[config.mk]
export PLATFORM = sky130hd
export DESIGN_NAME = shot_resolver_flat
export DESIGN_NICKNAME = d
export VERILOG_FILES = /design/src/rtl/shot_resolver_if.sv /design/src/rtl/shot_resolver.sv /design/src/flat_wrapper.sv
export SDC_FILE = /design/constraint.sdc
export NUM_CORES = 1
export LEC_CHECK = 0
export BUFFER_PORTS_ARGS = -buffer_cell sky130_fd_sc_hd__buf_4
export CAP_MARGIN = 20
export CORE_MARGIN = 3
export CORE_UTILIZATION = 52
export CTS_CLUSTER_SIZE = 28
export DETAILED_ROUTE_END_ITERATION = 7
export PLACE_DENSITY = 0.83
export SLEW_MARGIN = 15
export SYNTH_ARGS = -nofsm -noshare
export SYNTH_HDL_FRONTEND = slang
export SYNTH_SLANG_ARGS = --single-unit
[constraint.sdc]
create_clock -name clk -period 7.56 [get_ports clk]
set_input_delay 0.756 -clock clk [delete_from_list [all_inputs] [get_ports clk]]
set_output_delay 0.756 -clock clk [all_outputs]
set_load 0.02 [all_outputs]
[src/rtl/shot_resolver_if.sv]
// Shot resolver signal bundle: cursor/button inputs in, boards, counters and result pulse out.
interface shot_resolver_if #(
    parameter int GRID_SIZE = 10,
    parameter int HIT_W     = 5
);
    localparam int NCELL = GRID_SIZE * GRID_SIZE;

    logic [6:0]       coord;
    logic             fire;
    logic [NCELL-1:0] ship_map;
    logic [NCELL-1:0] shot_map;
    logic [NCELL-1:0] hit_map;
    logic             result_valid;
    logic             result_hit;
    logic             result_reject;
    logic [6:0]       shots;
    logic [HIT_W-1:0] hits;
    logic             busy;
    logic             game_over;

    modport master (
        output coord, fire, ship_map,
        input  shot_map, hit_map, result_valid, result_hit, result_reject,
               shots, hits, busy, game_over
    );

    modport slave (
        input  coord, fire, ship_map,
        output shot_map, hit_map, result_valid, result_hit, result_reject,
               shots, hits, busy, game_over
    );
endinterface

[src/rtl/shot_resolver.sv]
// Resolves fire-button shots against the opponent ship map, tracking fired/hit boards and score.
//
// state  | meaning
// IDLE   | waiting for a fire rising edge
// CHECK  | target latched; reject if out of range or already fired on
// UPDATE | commit boards, counters and result pulse
// OVER   | every ship cell hit; frozen until rst
module shot_resolver #(
    parameter int GRID_SIZE  = 10,
    parameter int SHIP_CELLS = 17,
    parameter int HIT_W      = 5
) (
    input logic           clk,
    input logic           rst,
    shot_resolver_if.slave bus
);
    localparam int NCELL = GRID_SIZE * GRID_SIZE;
    localparam logic [6:0]       NCELL_W  = 7'(NCELL);
    localparam logic [HIT_W-1:0] SHIPS_W  = HIT_W'(SHIP_CELLS);

    typedef enum logic [1:0] {IDLE, CHECK, UPDATE, OVER} state_t;

    state_t           state_q, state_d;
    logic [6:0]       tgt_q, tgt_d;
    logic             fire_q;
    logic [NCELL-1:0] shot_map_q, shot_map_d;
    logic [NCELL-1:0] hit_map_q, hit_map_d;
    logic [6:0]       shots_q, shots_d;
    logic [HIT_W-1:0] hits_q, hits_d;
    logic             result_valid_q, result_valid_d;
    logic             result_hit_q, result_hit_d;
    logic             result_reject_q, result_reject_d;

    logic             fire_rise;
    logic             in_range;
    logic             ship_bit;
    logic             already_shot;
    logic [HIT_W-1:0] hits_sum;

    assign fire_rise    = bus.fire & ~fire_q;
    assign in_range     = tgt_q < NCELL_W;
    // Board lookups are masked so an out-of-range target never reads past the vector.
    assign ship_bit     = in_range & bus.ship_map[tgt_q];
    assign already_shot = in_range & shot_map_q[tgt_q];
    assign hits_sum     = hits_q + HIT_W'(ship_bit);

    always_ff @(posedge clk or posedge rst) begin
        if (rst) begin
            state_q         <= IDLE;
            tgt_q           <= '0;
            fire_q          <= 1'b1;
            shot_map_q      <= '0;
            hit_map_q       <= '0;
            shots_q         <= '0;
            hits_q          <= '0;
            result_valid_q  <= 1'b0;
            result_hit_q    <= 1'b0;
            result_reject_q <= 1'b0;
        end else begin
            state_q         <= state_d;
            tgt_q           <= tgt_d;
            fire_q          <= bus.fire;
            shot_map_q      <= shot_map_d;
            hit_map_q       <= hit_map_d;
            shots_q         <= shots_d;
            hits_q          <= hits_d;
            result_valid_q  <= result_valid_d;
            result_hit_q    <= result_hit_d;
            result_reject_q <= result_reject_d;
        end
    end

    always_comb begin
        state_d         = state_q;
        tgt_d           = tgt_q;
        shot_map_d      = shot_map_q;
        hit_map_d       = hit_map_q;
        shots_d         = shots_q;
        hits_d          = hits_q;
        result_valid_d  = 1'b0;
        result_hit_d    = 1'b0;
        result_reject_d = 1'b0;

        case (state_q)
            IDLE: begin
                if (fire_rise) begin
                    tgt_d   = bus.coord;
                    state_d = CHECK;
                end
            end
            CHECK: begin
                if (!in_range || already_shot) begin
                    result_valid_d  = 1'b1;
                    result_reject_d = 1'b1;
                    state_d         = IDLE;
                end else begin
                    state_d = UPDATE;
                end
            end
            UPDATE: begin
                shot_map_d[tgt_q] = 1'b1;
                hit_map_d[tgt_q]  = ship_bit;
                shots_d           = shots_q + 7'd1;
                hits_d            = hits_sum;
                result_valid_d    = 1'b1;
                result_hit_d      = ship_bit;
                state_d           = (hits_sum == SHIPS_W) ? OVER : IDLE;
            end
            OVER: begin
                state_d = OVER;
            end
            default: begin
                state_d = IDLE;
            end
        endcase
    end

    assign bus.shot_map      = shot_map_q;
    assign bus.hit_map       = hit_map_q;
    assign bus.shots         = shots_q;
    assign bus.hits          = hits_q;
    assign bus.result_valid  = result_valid_q;
    assign bus.result_hit    = result_hit_q;
    assign bus.result_reject = result_reject_q;
    assign bus.busy          = (state_q == CHECK) || (state_q == UPDATE);
    assign bus.game_over     = (state_q == OVER);
endmodule
[src/flat_wrapper.sv]
// flat-port wrapper written by rule: the top's interface ports become plain ports
module shot_resolver_flat 
#(
    parameter int GRID_SIZE  = 10,
    parameter int SHIP_CELLS = 17,
    parameter int HIT_W      = 5
)
  (clk, rst, bus_coord, bus_fire, bus_ship_map, bus_shot_map, bus_hit_map, bus_result_valid, bus_result_hit, bus_result_reject, bus_shots, bus_hits, bus_busy, bus_game_over);
  shot_resolver_if #(.GRID_SIZE(GRID_SIZE), .HIT_W(HIT_W)) bus_i ();
  input logic clk;
  input logic rst;
  input wire logic [$bits(bus_i.coord)-1:0] bus_coord;
  input wire logic [$bits(bus_i.fire)-1:0] bus_fire;
  input wire logic [$bits(bus_i.ship_map)-1:0] bus_ship_map;
  output wire logic [$bits(bus_i.shot_map)-1:0] bus_shot_map;
  output wire logic [$bits(bus_i.hit_map)-1:0] bus_hit_map;
  output wire logic [$bits(bus_i.result_valid)-1:0] bus_result_valid;
  output wire logic [$bits(bus_i.result_hit)-1:0] bus_result_hit;
  output wire logic [$bits(bus_i.result_reject)-1:0] bus_result_reject;
  output wire logic [$bits(bus_i.shots)-1:0] bus_shots;
  output wire logic [$bits(bus_i.hits)-1:0] bus_hits;
  output wire logic [$bits(bus_i.busy)-1:0] bus_busy;
  output wire logic [$bits(bus_i.game_over)-1:0] bus_game_over;
  assign bus_i.coord = bus_coord;
  assign bus_i.fire = bus_fire;
  assign bus_i.ship_map = bus_ship_map;
  assign bus_shot_map = bus_i.shot_map;
  assign bus_hit_map = bus_i.hit_map;
  assign bus_result_valid = bus_i.result_valid;
  assign bus_result_hit = bus_i.result_hit;
  assign bus_result_reject = bus_i.result_reject;
  assign bus_shots = bus_i.shots;
  assign bus_hits = bus_i.hits;
  assign bus_busy = bus_i.busy;
  assign bus_game_over = bus_i.game_over;
  shot_resolver #(.GRID_SIZE(GRID_SIZE), .SHIP_CELLS(SHIP_CELLS), .HIT_W(HIT_W)) u_core (.clk(clk), .rst(rst), .bus(bus_i));
endmodule
# Yosys cells after proc, flatten, opt, wreduce, memory -nomap -nowiden
# Index checks and enable logic that the tools add are counted.
[totals] out_inout_bits=217 ram_bits=0 in_bits=110 word_cells=46 romBits=0 latchBits=0 regBits=225 n_memories=0
[classes] muxes=15 bitwise=5 n_mul=0 order_cmp=3 n_eq_ne=5 n_shift=0 reduce_logical=6 add_sub_neg=2 div=0
[op_table] op="bitwise mux 100 bit" n=1
[op_table] op="OR 100 bit" n=1
[op_table] op="binary-select mux 1 bit (select 7 bit)" n=2
[op_table] op="less-than comparator 7 x 8 -> 1 bit (second input constant)" n=1
[op_table] op="case mux 2 bit (4 select lines)" n=1
[op_table] op="adder 7 x 1 -> 7 bit (second input constant)" n=1
[op_table] op="demux 1 bit (select 7 bit)" n=1
[op_table] op=">= comparator 7 x 1 -> 1 bit (second input constant)" n=1
[op_table] op="less-than comparator 7 bit (second input constant)" n=1
[op_table] op="2-to-1 mux 1 bit" n=6
[op_table] op="2-to-1 mux 2 bit" n=3
[op_table] op="adder 5 x 1 -> 5 bit" n=1
[op_table] op="equality test 5 bit (second input constant)" n=1
[op_table] op="equality test 2 bit (second input constant)" n=2
[op_table] op="AND 1 bit" n=3
[op_table] op="equality test 2 x 1 -> 1 bit (second input constant)" n=1
[op_table] op="zero test 2 bit" n=1
[op_table] op="logical OR 1 bit" n=2
[op_table] op="!= test 2 x 1 -> 1 bit (second input constant)" n=1
[op_table] op="case mux 1 bit (2 select lines)" n=1
[op_table] op="AND reduction 2 bit" n=1
[op_table] op="logical AND 1 bit" n=1
[op_table] op="zero test 1 bit" n=1
[op_table] op="NOT 1 bit" n=1

# Logic depth before layout (Yosys ltp)
# Gate-level depths: netlist (run 1).
[logic_depth] word_depth=7 depth_mapped=16 mapped_depth_nobuf=13

# Worst setup path after synthesis (run 1)
# Ideal clock, no wire load.
[synth_path] path_kind="reg-to-reg" start="register u_core.tgt_q[0]" end="register u_core.state_q[1]" t_arrival_ns=3.226 required_ns=7.494 period_less_slack_ns=3.292 path_slack_ns=4.268 setup_time_ns=0.066 stages_incl_launch_ff=16 n_path_buf=4 cell_sequence="dfrtp_1 -> buf_6 -> buf_8 -> buf_8 -> buf_8 -> mux4_2 -> and3_1 -> a31oi_1 -> nand2_1 -> ha_1 -> ha_1 -> nor3_1 -> a31oi_1 -> o31ai_1 -> a2bb2oi_1 -> o31a_1"
[synth_between] elab_chain_len=7 word_cells_on_any_way=14 cone_classes="add/sub: 1; order compare: 1; eq/ne: 1; mux: 7; bitwise: 2; reduce/logical: 2"
[synth_lines] item="start, declared" line="shot_resolver.sv:24" source="logic [6:0] tgt_q, tgt_d;"
[synth_lines] item="start signal, assigned" line="shot_resolver.sv:61" source="tgt_q <= tgt_d;"
[synth_lines] item="binary-select mux 1 bit (select 7 bit)" line="shot_resolver.sv:43" source="assign ship_bit = in_range & bus.ship_map[tgt_q];"
[synth_lines] item="2-to-1 mux 1 bit (implied by the code)" line="shot_resolver.sv:43"
[synth_lines] item="AND 1 bit *" line="shot_resolver.sv:43"
[synth_lines] item="named net u_core.ship_bit" line="shot_resolver.sv:36" source="logic ship_bit;"
[synth_lines] item="adder 5 x 1 -> 5 bit *" line="shot_resolver.sv:45" source="assign hits_sum = hits_q + HIT_W'(ship_bit);"
[synth_lines] item="equality test 5 bit *" line="shot_resolver.sv:107" source="state_d = (hits_sum == SHIPS_W) ? OVER : IDLE;"
[synth_lines] item="2-to-1 mux 2 bit *" line="shot_resolver.sv:107"
[synth_lines] item="case mux 2 bit (4 select lines) *" line="shot_resolver.sv:84" source="case (state_q)"
[synth_lines] item="end signal, assigned" line="shot_resolver.sv:60" source="state_q <= state_d;"
[synth_lines] item="end, declared" line="shot_resolver.sv:23" source="state_t state_q, state_d;"
# The timed path passes the listed nets; every way through them passes the cells marked *. The select of a mux whose other input is x is not followed.
# A chain may end at the register's enable or synchronous reset.

# Worst setup path in the final report (run 1)
[layout_path] start="register u_core.tgt_q[3]" end="register u_core.state_q[1]"
# The elaborated chain is that of the path after synthesis.

==> run summary, run 1 <==
The proportion of layout cells with a drive suffix above 1 was 0.4601; the final number of hold-violating endpoints was 0. The clock root buffer was sky130_fd_sc_hd__clkbuf_16. The number of flops mapped to enable cells by yosys is 0, and the half-perimeter wire length of the detailed placement result is 25250 um. Max-cap violations in this run came to 0. Clock period minus final worst setup slack: 4.569 ns. The via density per instance came out at 5.849. The min-delay analysis places its worst path in the category in2async. For the sequential power share, the log shows 0.472. For the initial antenna violation count, the log shows 2. Startpoint kind of the worst setup timing path: a flop. The total clock buffers created by CTS was 24; the detailed-route DRC error count was 0.

The final period utilization is 0.6043, and the internal power component is 0.002021 W. The instance count of the mapped netlist came out at 880. The run finished with clean final reports.

The region available for standard cell placement spans 19650 um2. For the pin with the worst max-slew slack, the measured transition is 1.212 ns. Buffers inserted to repair hold after CTS numbered 0. Count of H-tree levels built during CTS: 1. Global routing finished with a remaining overflow of 0. The maximum net fanout on the critical path works out to 15.

In the final routed layout, each cell accounts on average for 23.88 um. The switching share of total power was 0.2082. The logs give 21960 um2 for the die area and 0 for the max-slew violation total from the final report.

From synthesis to final layout, the design area changed by 32.28%. At the placement stage, the worst setup path has a slack of 3.080 ns. The floorplan step set the die width to 148.2 um. Post-route clock skew: 0.01625 ns. For the post-synthesis net count, the log shows 997. The finished layout holds 1482 standard cells, fillers aside. The die is 148.2 um tall. The first detailed-routing pass ran for 5 iterations.

The final sum of negative setup slack came out at 0 ns. For the worst setup path, the data required time is 8.00 ns. The number of placement rows is 51, and the synthesized area per cell is 11.95 um2.

The worst max-slew margin expressed relative to the limit is 0.1888, and the maximum root-to-sink buffer count is 3. The power share of the clock group is 0.491. For the clock sink count, the log shows 225. The static leakage power was 6.705 nW.

The fraction of registers with async set or reset after synthesis works out to 1.000. The first routing iteration left 619 violations. The library cell used most frequently in the layout, excluding fill and tap cells, is sky130_fd_sc_hd__buf_4. TritonCTS built the clock tree.

For the maximum clock frequency, the log shows 218.9 MHz. In this run, post-CTS repair resized a total of 0 instances. The data arrival at the endpoint of the critical path is 5.01 ns. Setup repair after global routing left no endpoint under its margin. Summed over all layers, the routed wires come to 35390 um. The logs give 1461 for the number of fillers in the final layout and 0 for the post-CTS repair timing setup buffer count. The tools report the smallest setup slack after layout as 2.991 ns.

The worst setup path is of the reg2reg kind. For this block, the via count after detailed routing is 8668. The logs give 0.51 ns for the source-to-sink clock delay at the later pin of the worst-skew pair and 0.5357 for the part of the Yosys area used for sequential elements. The tools report the cell area after technology mapping as 10510 um2.

The number of global-route vias before repair came out at 8969. The final layout contains 1314 nets. The run gives 0.5349 as the initial cell density of the core. For this design the ratio of total power to cell area is 183.5 nW/um2. For this design the top-level I/O count stands at 327. The flip-flop and latch count after synthesis was 225; the global-route usage over all layers was 0.3110.

Entering global routing, the biggest net connects 85 pins. The tools report the final setup violation count as 0. Once placement completed, the tool counted placed cells totaling 1435. The library cells used most frequently in the layout, excluding fill and tap cells, are sky130_fd_sc_hd__buf_4 (334), sky130_fd_sc_hd__dfrtp_1 (222), sky130_fd_sc_hd__mux2_2 (113), sky130_fd_sc_hd__nand2_1 (90), sky130_fd_sc_hd__nand2b_1 (67).

Post-detailed-route count of antenna-violating nets: 0. In this run, distinct cell masters in the synthesized netlist total 65. The first global-routing pass estimated 52870 um of wire. For this run, the leading register cell type out of synthesis is sky130_fd_sc_hd__dfrtp_1. For the number of synthesis warnings, the log shows 0. VDD sags by at most 0.0001503 V.

The part of the power in combinational logic was 0.037. The tightest hold path in the finished design has a slack of 0.3411 ns. The congestion estimate from routability-driven global placement came to 0.8789. The post-CTS clock slew at the launch and capture registers of the worst setup and hold paths was 0.06 ns.

In this run the tool buffered the top-level ports with 326 buffer cells. The worst setup path is captured at a flop. The logs give 0.0005313 W for the reported net switching power and 0.002552 W for the total power consumption of the routed design.
[sequential cells by signal, indices dropped and copies added (netlist names)]
name	count
u_core.bus.hits	5
u_core.tgt_q	7
u_core.bus.result_reject	1
u_core.fire_q	1
u_core.bus.hit_map	100
u_core.state_q	2
u_core.bus.shots	7
u_core.bus.shot_map	100
u_core.bus.result_valid	1
u_core.bus.result_hit	1
[worst max-delay path: stages, from the launching register on]
cell and delay, ns:
sky130_fd_sc_hd__dfrtp_1 0.83, sky130_fd_sc_hd__clkinv_1 0.75, sky130_fd_sc_hd__nand2_2 0.52, sky130_fd_sc_hd__o221ai_1 0.19
sky130_fd_sc_hd__a2111o_1 0.48, sky130_fd_sc_hd__o221ai_1 0.19, sky130_fd_sc_hd__nand2_1 0.10, sky130_fd_sc_hd__ha_1 0.22
sky130_fd_sc_hd__and2_1 0.18, sky130_fd_sc_hd__o21ai_0 0.19, sky130_fd_sc_hd__a31oi_1 0.11, sky130_fd_sc_hd__o31ai_1 0.40
sky130_fd_sc_hd__a2bb2oi_1 0.20, sky130_fd_sc_hd__o31a_1 0.15
[metal layers]
layer / GRT usage / up-vias / routed length (um)
li1: - / 3763 / -
met3: 0.07648 / 83 / 3342
met1: 0.3872 / 4368 / 13250
met4: 0.1132 / 0 / 1284
met5: 0 / - / 0
met2: 0.5309 / 454 / 17510
[power by group through the flow]
stage,logic [W],clock network [W],registers [W]
after floorplan,0.0000364,0,0.00123
after global placement,0.0000921,0,0.00123
after detailed placement,0.0000924,0,0.00123
after CTS,0.0000924,0.00127,0.00120
after global routing,0.000101,0.00131,0.00120
final,0.0000932,0.00125,0.00120
[cells by family (layout without fill, tap and decap cells)]
kind of cell / after synthesis / after routing / share of synthesized area
and+or+nand+nor: 318 / 318 / 0.1546
xor gates and xnor gates: 9 / 9 / 0.007499
DFF: 225 / 225 / 0.5357
adders and majority gates: 7 / 7 / 0.008331
AOI/OAI and AO/OA: 107 / 107 / 0.07819
other: 0 / 2 / 0
buffers and inverters: 56 / 391 / 0.03618
muxes: 158 / 158 / 0.1795
[cell usage after synthesis (8+ instances only)]
master                     number  area share
sky130_fd_sc_hd__mux2i_1       31       0.030
sky130_fd_sc_hd__a22oi_1       18       0.013
sky130_fd_sc_hd__nand4_1        8      0.0048
sky130_fd_sc_hd__nand2b_1      67       0.040
sky130_fd_sc_hd__nand3_1       12      0.0057
sky130_fd_sc_hd__nor3_1        19      0.0090
sky130_fd_sc_hd__nor2b_1        8      0.0048
sky130_fd_sc_hd__or2_2         42       0.025
sky130_fd_sc_hd__nor2_1        51       0.018
sky130_fd_sc_hd__inv_1         11      0.0039
sky130_fd_sc_hd__mux2_2       113        0.12
sky130_fd_sc_hd__a221oi_1      10      0.0083
sky130_fd_sc_hd__mux4_2        13       0.028
sky130_fd_sc_hd__buf_2         16      0.0076
sky130_fd_sc_hd__clkbuf_1       8      0.0029
sky130_fd_sc_hd__a21oi_1       12      0.0057
sky130_fd_sc_hd__dfrtp_1      224        0.53
sky130_fd_sc_hd__buf_6         15       0.016
sky130_fd_sc_hd__o221ai_1      11      0.0092
sky130_fd_sc_hd__nand2_1       90       0.032
[per-stage QoR]
stage,utilization,instance area (um2)
after floorplan,-,10510
after global placement,0.6630,13030
after detailed placement,0.6630,13030
after CTS,0.7063,13880
after global routing,0.7075,13910
final,0.7075,13910
[worst paths after layout]
check	start	end	slack, ns	cells after the start
max	u_core.tgt_q[3]	u_core.state_q[1]	2.99	13
min	rst	u_core.bus.shot_map[80]	0.34	2
max reg2reg	u_core.tgt_q[3]	u_core.state_q[1]	2.99	13
min reg2reg	u_core.bus.shots[6]	u_core.bus.shots[6]	0.48	1
max in group asynchronous	rst	u_core.bus.hit_map[23]	5.81	3
min in group clk	bus_fire	u_core.fire_q	0.38	1
[final cells by class]
type,count,area (um2),area share
clock buffers,31,678.2,0.04877
repair buffers,335,2527,0.1818
multi-input cells,599,4502,0.3237
diodes,2,5.005,0.0003599
clock inverters,13,172.7,0.01242
inverters,12,52.55,0.003779
well taps,265,331.6,0.02384
flip-flops and latches,225,5637,0.4053
(Power assumes the default switching activity.)
==> run 2, diff against run 1 <==
--- a/config.mk
+++ b/config.mk
@@ -8,10 +8,10 @@
 export BUFFER_PORTS_ARGS = -buffer_cell sky130_fd_sc_hd__buf_4
 export CAP_MARGIN = 20
 export CORE_MARGIN = 3
-export CORE_UTILIZATION = 52
+export CORE_UTILIZATION = 47
 export CTS_CLUSTER_SIZE = 28
 export DETAILED_ROUTE_END_ITERATION = 7
-export PLACE_DENSITY = 0.83
+export PLACE_DENSITY = 0.79
 export SLEW_MARGIN = 15
 export SYNTH_ARGS = -nofsm -noshare
 export SYNTH_HDL_FRONTEND = slang
==> constraint.sdc (replaced) <==
create_clock -name clk -period 4 [get_ports clk]
set_input_delay 0.4 -clock clk [delete_from_list [all_inputs] [get_ports clk]]
set_output_delay 0.4 -clock clk [all_outputs]
set_load 0.02 [all_outputs]
==> run summary, run 2 (synthesized netlist as in run 1, its figures left out) <==
The run finished with clean final reports. The footprint of the flip-flops and latches is 5640 um2 (about the same), and the worst slack on hold paths is 0.03742 ns (-0.3037 ns). The run gives 0.2924 (-0.01854) as the global-route usage over all layers. The library cell used most frequently in the layout, excluding fill and tap cells, is sky130_fd_sc_hd__buf_4. The top cell types in the final layout, fill and taps aside, are sky130_fd_sc_hd__buf_4 (351), sky130_fd_sc_hd__dfrtp_1 (221), sky130_fd_sc_hd__mux2_2 (113), sky130_fd_sc_hd__nand2_1 (90), sky130_fd_sc_hd__nand2b_1 (67). The path class of the tightest hold or removal check is in2reg.

The via density per instance is 5.772 (-1.3%). Setup repair after global routing left no endpoint under its margin. The critical path is of the reg2reg type. The detailed-route DRC error count is 0 (unchanged).

The total number of nets in the final design came out at 1337 (+1.8%). The I/O pin total is 327 (unchanged), and the number of optimization iterations in the first detailed-route pass is 5 (unchanged). For the post-detailed-route count of antenna-violating nets, the log shows 0 (unchanged). The maximum net fanout on the critical path came out at 23 (+8). The proportion of layout cells with a drive suffix above 1 was 0.4664 (+0.006314). The maximum VDD drop came out at 0.0002584 V (+72%). The post-detailed-route wirelength per cell came out at 24.16 um (+1.2%).

The floorplan die width came out at 155.6 um (+5.0%). The run gives 54320 um (+2.7%) as the global-route wire length before repair. The tools report the half-perimeter wire length of the detailed placement result as 27370 um (+8.4%). The final weighted congestion in routability-driven placement was 0.9048 (+2.9%); the max-slew violation total from the final report was 0 (unchanged). The area taken by multi-input logic gates came out at 4503 um2 (about the same). The max-capacitance violation count is 0 (unchanged), and the final sum of negative setup slack is 0 ns (unchanged). The die height is 155.6 um (+5.0%), and the maximum clock frequency is 274.0 MHz (+25%).

For the initial antenna violation count, the log shows 1 (-1). The number of fillers in the final layout was 1735 (+19%). The die area is 24200 um2 (+10%), and the initial cell density of the core is 0.4802 (-0.05466).

The number of port buffers was 326 (unchanged). The logs give 4.44 ns (-3.56 ns) for the worst path required time and 70 (-18%) for the maximum number of pins on one net before global-route repair. The tools report the source-to-sink clock delay at the later pin of the worst-skew pair as 0.51 ns (about the same). The placeable core region was 21890 um2 (+11%); the power density over the cells was 323.4 nW/um2 (+76%). The transition at the pin with the smallest max-transition slack is 0.9979 ns (-0.2144 ns), and the number of placement rows is 54 (+5.9%). The clock period minus final worst setup slack is 3.650 ns (-0.9186 ns). The total clock buffers created by CTS is 24 (unchanged). The tools report the static leakage power as 6.753 nW (+0.73%). From synthesis to final layout, the design area changed by 33.27%.

The logs give 1 (unchanged) for the count of H-tree levels built during CTS and 8750 (+0.95%) for the number of vias after detailed routing. The maximum root-to-sink buffer count is 3 (unchanged), and the clock sink count is 225 (unchanged). The clock root buffer is sky130_fd_sc_hd__clkbuf_16. For the number of global-route vias before repair, the log shows 8916 (-0.59%).

For the final number of hold-violating endpoints, the log shows 0 (unchanged). The data arrival at the endpoint of the critical path came out at 4.09 ns (-0.92 ns). Final setup violation count: 0 (unchanged).

STA classifies the critical path startpoint as a flop. For the final wirelength, the log shows 36630 um (+3.5%). Post-route clock skew: 0.009837 ns (-0.006409 ns). TritonCTS built the clock tree. STA classifies the critical path endpoint as a flop. For the sum of overflow across all layers after global routing, the log shows 0 (unchanged). The worst max-slew margin expressed relative to the limit was 0.3323 (+0.1434). Post-CTS clock slew at the launch and capture registers of the worst setup and hold paths: 0.06 ns (about the same).

The number of DRC violations after detailed-routing iteration 0 was 610 (-1.5%); the final period utilization was 0.9125 (+0.3082).
-- run 2: area by class of cell --
class	instances	area share
flip-flops and latches	225	0.4026
multi-input cells	599	0.3214
repair buffers	358	0.1956
clock buffers	37	0.05001
well taps	280	0.02501
inverters	12	0.003751
clock inverters	4	0.001429
diodes	1	0.0001786
-- run 2: where the power goes --
group / internal (W) / switching [W] / leakage (nW)
combinational: 0.0000895 / 0.0000994 / 3.57
clock: 0.00120 / 0.000867 / 0.356
sequential: 0.00228 / 0.000000222 / 2.83
total: 0.00356 / 0.000967 / 6.75
-- run 2: stage by stage --
| stage | cells | power (W) | utilization | area (um2) | setup WS, ns |
|---|---|---|---|---|---|
| after global routing | 1516 | 0.004683 | 0.6400 | 14010 | 0.05113 |
| after floorplan | 880 | 0.002389 | - | 10520 | 0.6628 |
| after CTS | 1507 | 0.004564 | 0.6361 | 13920 | 0.2859 |
| after detailed placement | 1466 | 0.002509 | 0.6032 | 13200 | 0.2963 |
| after global placement | 1465 | 0.002510 | 0.6023 | 13180 | 0.4075 |
| final | 1516 | 0.004530 | 0.6400 | 14010 | 0.3500 |
-- run 2: worst paths after layout --
| kind | endpoint | from | cells after the start | slack, ns |
|---|---|---|---|---|
| worst max-delay path | u_core.state_q[1] | u_core.tgt_q[2] | 14 | 0.35 |
| worst min-delay path | u_core.fire_q | bus_fire | 1 | 0.04 |
| worst max register to register | u_core.state_q[1] | u_core.tgt_q[2] | 14 | 0.35 |
| worst min register to register | u_core.bus.shots[6] | u_core.bus.shots[6] | 1 | 0.47 |
| max in group asynchronous | u_core.bus.hit_map[95] | rst | 3 | 2.97 |
| min in group asynchronous | u_core.bus.shot_map[98] | rst | 2 | 0.09 |
-- run 2: worst max-delay path: stages (launching register included) --
cell and delay, ns:
sky130_fd_sc_hd__dfrtp_4 0.61, sky130_fd_sc_hd__buf_4 0.34, sky130_fd_sc_hd__or2_2 0.18, sky130_fd_sc_hd__o32ai_1 0.07
sky130_fd_sc_hd__o31ai_1 0.34, sky130_fd_sc_hd__o221ai_1 0.23, sky130_fd_sc_hd__o221ai_1 0.26, sky130_fd_sc_hd__nand2_1 0.10
sky130_fd_sc_hd__ha_1 0.22, sky130_fd_sc_hd__ha_1 0.23, sky130_fd_sc_hd__nor3_1 0.19, sky130_fd_sc_hd__a31oi_1 0.07
sky130_fd_sc_hd__o31ai_1 0.38, sky130_fd_sc_hd__a2bb2oi_1 0.20, sky130_fd_sc_hd__o31a_1 0.15
-- run 2: routing by layer --
layer | vias up | routed length, um | track usage | part of all wire
li1 | 3822 | - | - | -
met3 | 70 | 3710 | 0.08128 | 0.10
met4 | 0 | 1164 | 0.09546 | 0.032
met2 | 462 | 17650 | 0.4845 | 0.48
met5 | - | 0 | 0 | 0
met1 | 4396 | 14110 | 0.3754 | 0.39
-- run 2: timing repair --
action,in CTS,in global routing
resized for setup,0,4
setup endpoints to repair,0,1
hold buffers,0,0
buffers inserted,0,5
==> run 3, diff against run 2 <==
--- a/config.mk
+++ b/config.mk
@@ -12,6 +12,7 @@
 export CTS_CLUSTER_SIZE = 28
 export DETAILED_ROUTE_END_ITERATION = 7
 export PLACE_DENSITY = 0.79
+export REMOVE_ABC_BUFFERS = 1
 export SLEW_MARGIN = 15
 export SYNTH_ARGS = -nofsm -noshare
 export SYNTH_HDL_FRONTEND = slang
==> constraint.sdc (replaced) <==
create_clock -name clk -period 4 [get_ports clk]
set_input_delay 0.4 -clock clk [delete_from_list [all_inputs] [get_ports clk]]
set_output_delay 0.4 -clock clk [all_outputs]
set_load 0.01 [all_outputs]
==> run summary, run 3 (synthesized netlist as in run 1, its figures left out) <==
For the number of vias after detailed routing, the log shows 8705 (-0.51%). The final period utilization is 0.9412 (+0.02870), and the reported net switching power is 0.001004 W (+3.8%). Traced cell by cell, the critical path runs through and2_1 -> a22oi_1 -> o221ai_1 -> a2111o_1 -> o221ai_1 -> nand2_1 -> ha_1 -> ha_1 -> nor3_1 -> a31oi_1 -> o31ai_1 -> a2bb2oi_1 -> o31a_1.

The die height is 155.6 um (unchanged), and the die area is 24200 um2 (unchanged). For the post-route clock skew, the log shows 0.01413 ns (+0.004295 ns). The run finished with clean final reports.

The run gives 4.45 ns (about the same) as the worst path required time. For the maximum clock frequency, the log shows 265.6 MHz (-3.0%). The path class of the tightest hold or removal check is in2async. The number of port buffers is 326 (unchanged), and the final sum of negative setup slack is 0 ns (unchanged). The proportion of layout cells with a drive suffix above 1 was 0.4614 (-0.004983). The total buffers and inverters traversed by the critical path is 0 (-1), and the share of the core filled with cells in the final layout is 0.6407 (+0.0007430).

For the internal power component, the log shows 0.003719 W (+4.4%). The max-capacitance violation count was 0 (unchanged); the total number of nets in the final design was 1333 (-0.30%). On the critical path, the stage with the largest delay is an instance of sky130_fd_sc_hd__dfrtp_4. The power density over the cells came out at 336.8 nW/um2 (+4.1%). For the final number of hold-violating endpoints, the log shows 0 (unchanged).

For the maximum number of pins on one net before global-route repair, the log shows 123 (+76%). The final wirelength was 36580 um (-0.16%). Setup repair after global routing left no endpoint under its margin.

The I/O pin total came out at 327 (unchanged). The largest incremental delay on the critical path came out at 0.54 ns (-0.07 ns). The via density per instance came out at 5.757 (-0.25%). The run gives 55090 um (+1.4%) as the global-route wire length before repair. The number of DRC violations after detailed-routing iteration 0 is 646 (+5.9%). In this run the critical register-to-register path is launched from u_core.tgt_q[0]. For the static leakage power, the log shows 6.763 nW (+0.14%). The tools report the clock root buffer as sky130_fd_sc_hd__clkbuf_16. The number of optimization iterations in the first detailed-route pass is 5 (unchanged). STA classifies the critical path startpoint as a flop. Clock period minus final worst setup slack: 3.765 ns (+0.1148 ns). Global-route usage over all layers: 0.2963 (+0.003839). The sequential power share is 0.482 (-0.021), and the data arrival at the endpoint of the critical path is 4.21 ns (+0.12 ns). The logs give 0.52 ns (about the same) for the source-to-sink clock delay at the later pin of the worst-skew pair and 25 (+4.2%) for the total clock buffers created by CTS. The part of the power in combinational logic is 0.040 (-0.002), and the post-CTS clock slew at the launch and capture registers of the worst setup and hold paths is 0.06 ns (about the same). The transition at the pin with the smallest max-transition slack was 0.8533 ns (-0.1445 ns).

The logs give 0 (unchanged) for the number of gates resized after CTS and 225 (unchanged) for the clock sink count. The placeable core region came out at 21890 um2 (unchanged). The power share of the clock group was 0.478 (+0.022). Critical path endpoint category: a flop.

The initial antenna violation count is 2 (+1), and the final weighted congestion in routability-driven placement is 0.9020 (-0.31%). The detailed-route DRC error count is 0 (unchanged). The critical path starts at u_core.tgt_q[0].

Floorplan die width: 155.6 um (unchanged). The run gives 8929 (+0.15%) as the number of global-route vias before repair. The max-slew violation total from the final report came out at 0 (unchanged). The cell class contributing the biggest share of worst-path delay was compound AO/OA/AOI/OAI gates. The maximum root-to-sink buffer count came out at 3 (unchanged). The area growth from synthesis to layout is 33.42%. The maximum net fanout on the critical path works out to 17 (-26%). The count of H-tree levels built during CTS came out at 1 (unchanged). The switching share of total power is 0.2125 (-0.0008901).

The run gives 0 (unchanged) as the post-detailed-route count of antenna-violating nets. The library cells used most frequently in the layout, excluding fill and tap cells, are sky130_fd_sc_hd__buf_4 (348), sky130_fd_sc_hd__dfrtp_1 (222), sky130_fd_sc_hd__mux2_2 (113), sky130_fd_sc_hd__nand2_1 (90), sky130_fd_sc_hd__nand2b_1 (67). The half-perimeter wire length of the detailed placement result is 27520 um (+0.57%).

The sum of overflow across all layers after global routing is 0 (unchanged), and the post-detailed-route wirelength per cell is 24.19 um (+0.11%). The tools report the initial cell density of the core as 0.4802 (unchanged). The run gives 54 (unchanged) as the number of placement rows. Type of the worst setup path: reg2reg. TritonCTS built the clock tree. The logs give 0 (unchanged) for the final setup violation count and 0.0003370 V (+30%) for the maximum VDD drop. The most common library cell in the layout ignoring fill and taps is sky130_fd_sc_hd__buf_4. The worst max-slew margin expressed relative to the limit came out at 0.4221 (+0.08983).
## run 3: cell types whose count changed in the layout (fill, tap and decap cells not counted), moves of 2 or more
| cell | change |
|---|---|
| sky130_fd_sc_hd__clkinv_2 | -4 |
| sky130_fd_sc_hd__bufinv_16 | +2 |
| sky130_fd_sc_hd__buf_6 | -3 |
| sky130_fd_sc_hd__buf_4 | -3 |
| sky130_fd_sc_hd__inv_8 | +2 |
## run 3: path summary, 6_finish.rpt
| kind | slack [ns] | cells past startpoint | to |
|---|---|---|---|
| setup / recovery | 0.24 | 13 | u_core.state_q[1] |
| hold / removal | 0.05 | 2 | u_core.bus.hit_map[21] |
| setup reg to reg | 0.24 | 13 | u_core.state_q[1] |
| hold reg to reg | 0.48 | 1 | u_core.bus.shots[6] |
| max in group asynchronous | 2.92 | 3 | u_core.bus.shot_map[92] |
| min in group clk | 0.12 | 2 | u_core.tgt_q[3] |
## run 3: repair_timing
| action | CTS | global route |
|---|---|---|
| hold endpoints to repair | 1 | 0 |
| setup buffers | 0 | 0 |
| hold buffers | 1 | 0 |
## run 3: area by class of cell
class,instances,area (um2)
repair buffers,353,2689
clock buffers,38,714.4
fillers,1714,7865
inverters,12,52.55
clock inverters,4,78.83
well taps,280,350.3
flip-flops and latches,225,5637
multi-input cells,599,4502
diodes,1,2.502
## run 3: power groups by stage
stage | Clock [W] | Sequential [W] | Combinational [W]
after floorplan | 0 | 0.00232 | 0.0000594
final | 0.00226 | 0.00228 | 0.000188
after global placement | 0 | 0.00232 | 0.000185
after CTS | 0.00229 | 0.00228 | 0.000188
after global routing | 0.00238 | 0.00228 | 0.000203
after detailed placement | 0 | 0.00232 | 0.000187
## run 3: worst register-to-register path, delay by kind of cell (launching register included)
kind	cells	cell delay, ns
fa+ha+maj	2	0.48
compound gates	8	1.93
simple gates	3	0.75
flops	1	0.54
## run 3: per-layer routing
layer,vias up,global-route usage,routed length (um)
met5,-,0,13
met4,2,0.07837,942
met3,65,0.06935,3286
met2,437,0.4812,17620
met1,4402,0.4051,14710
li1,3799,-,-
## run 3: per-stage QoR
step	hold slack, ns	worst slack, ns	cell area [um2]	std cells	total power, W
3_3_place_gp	0.4685	0.5221	13170	1465	0.002503
4_1_cts	0.1009	0.3236	14000	1509	0.004756
3_5_place_dp	0.4660	0.3296	13190	1466	0.002506
5_1_grt	0.1144	0.02131	14030	1512	0.004856
2_1_floorplan	0.4045	-2.561	10180	836	0.002379
6_report	0.05375	0.2352	14030	1512	0.004723
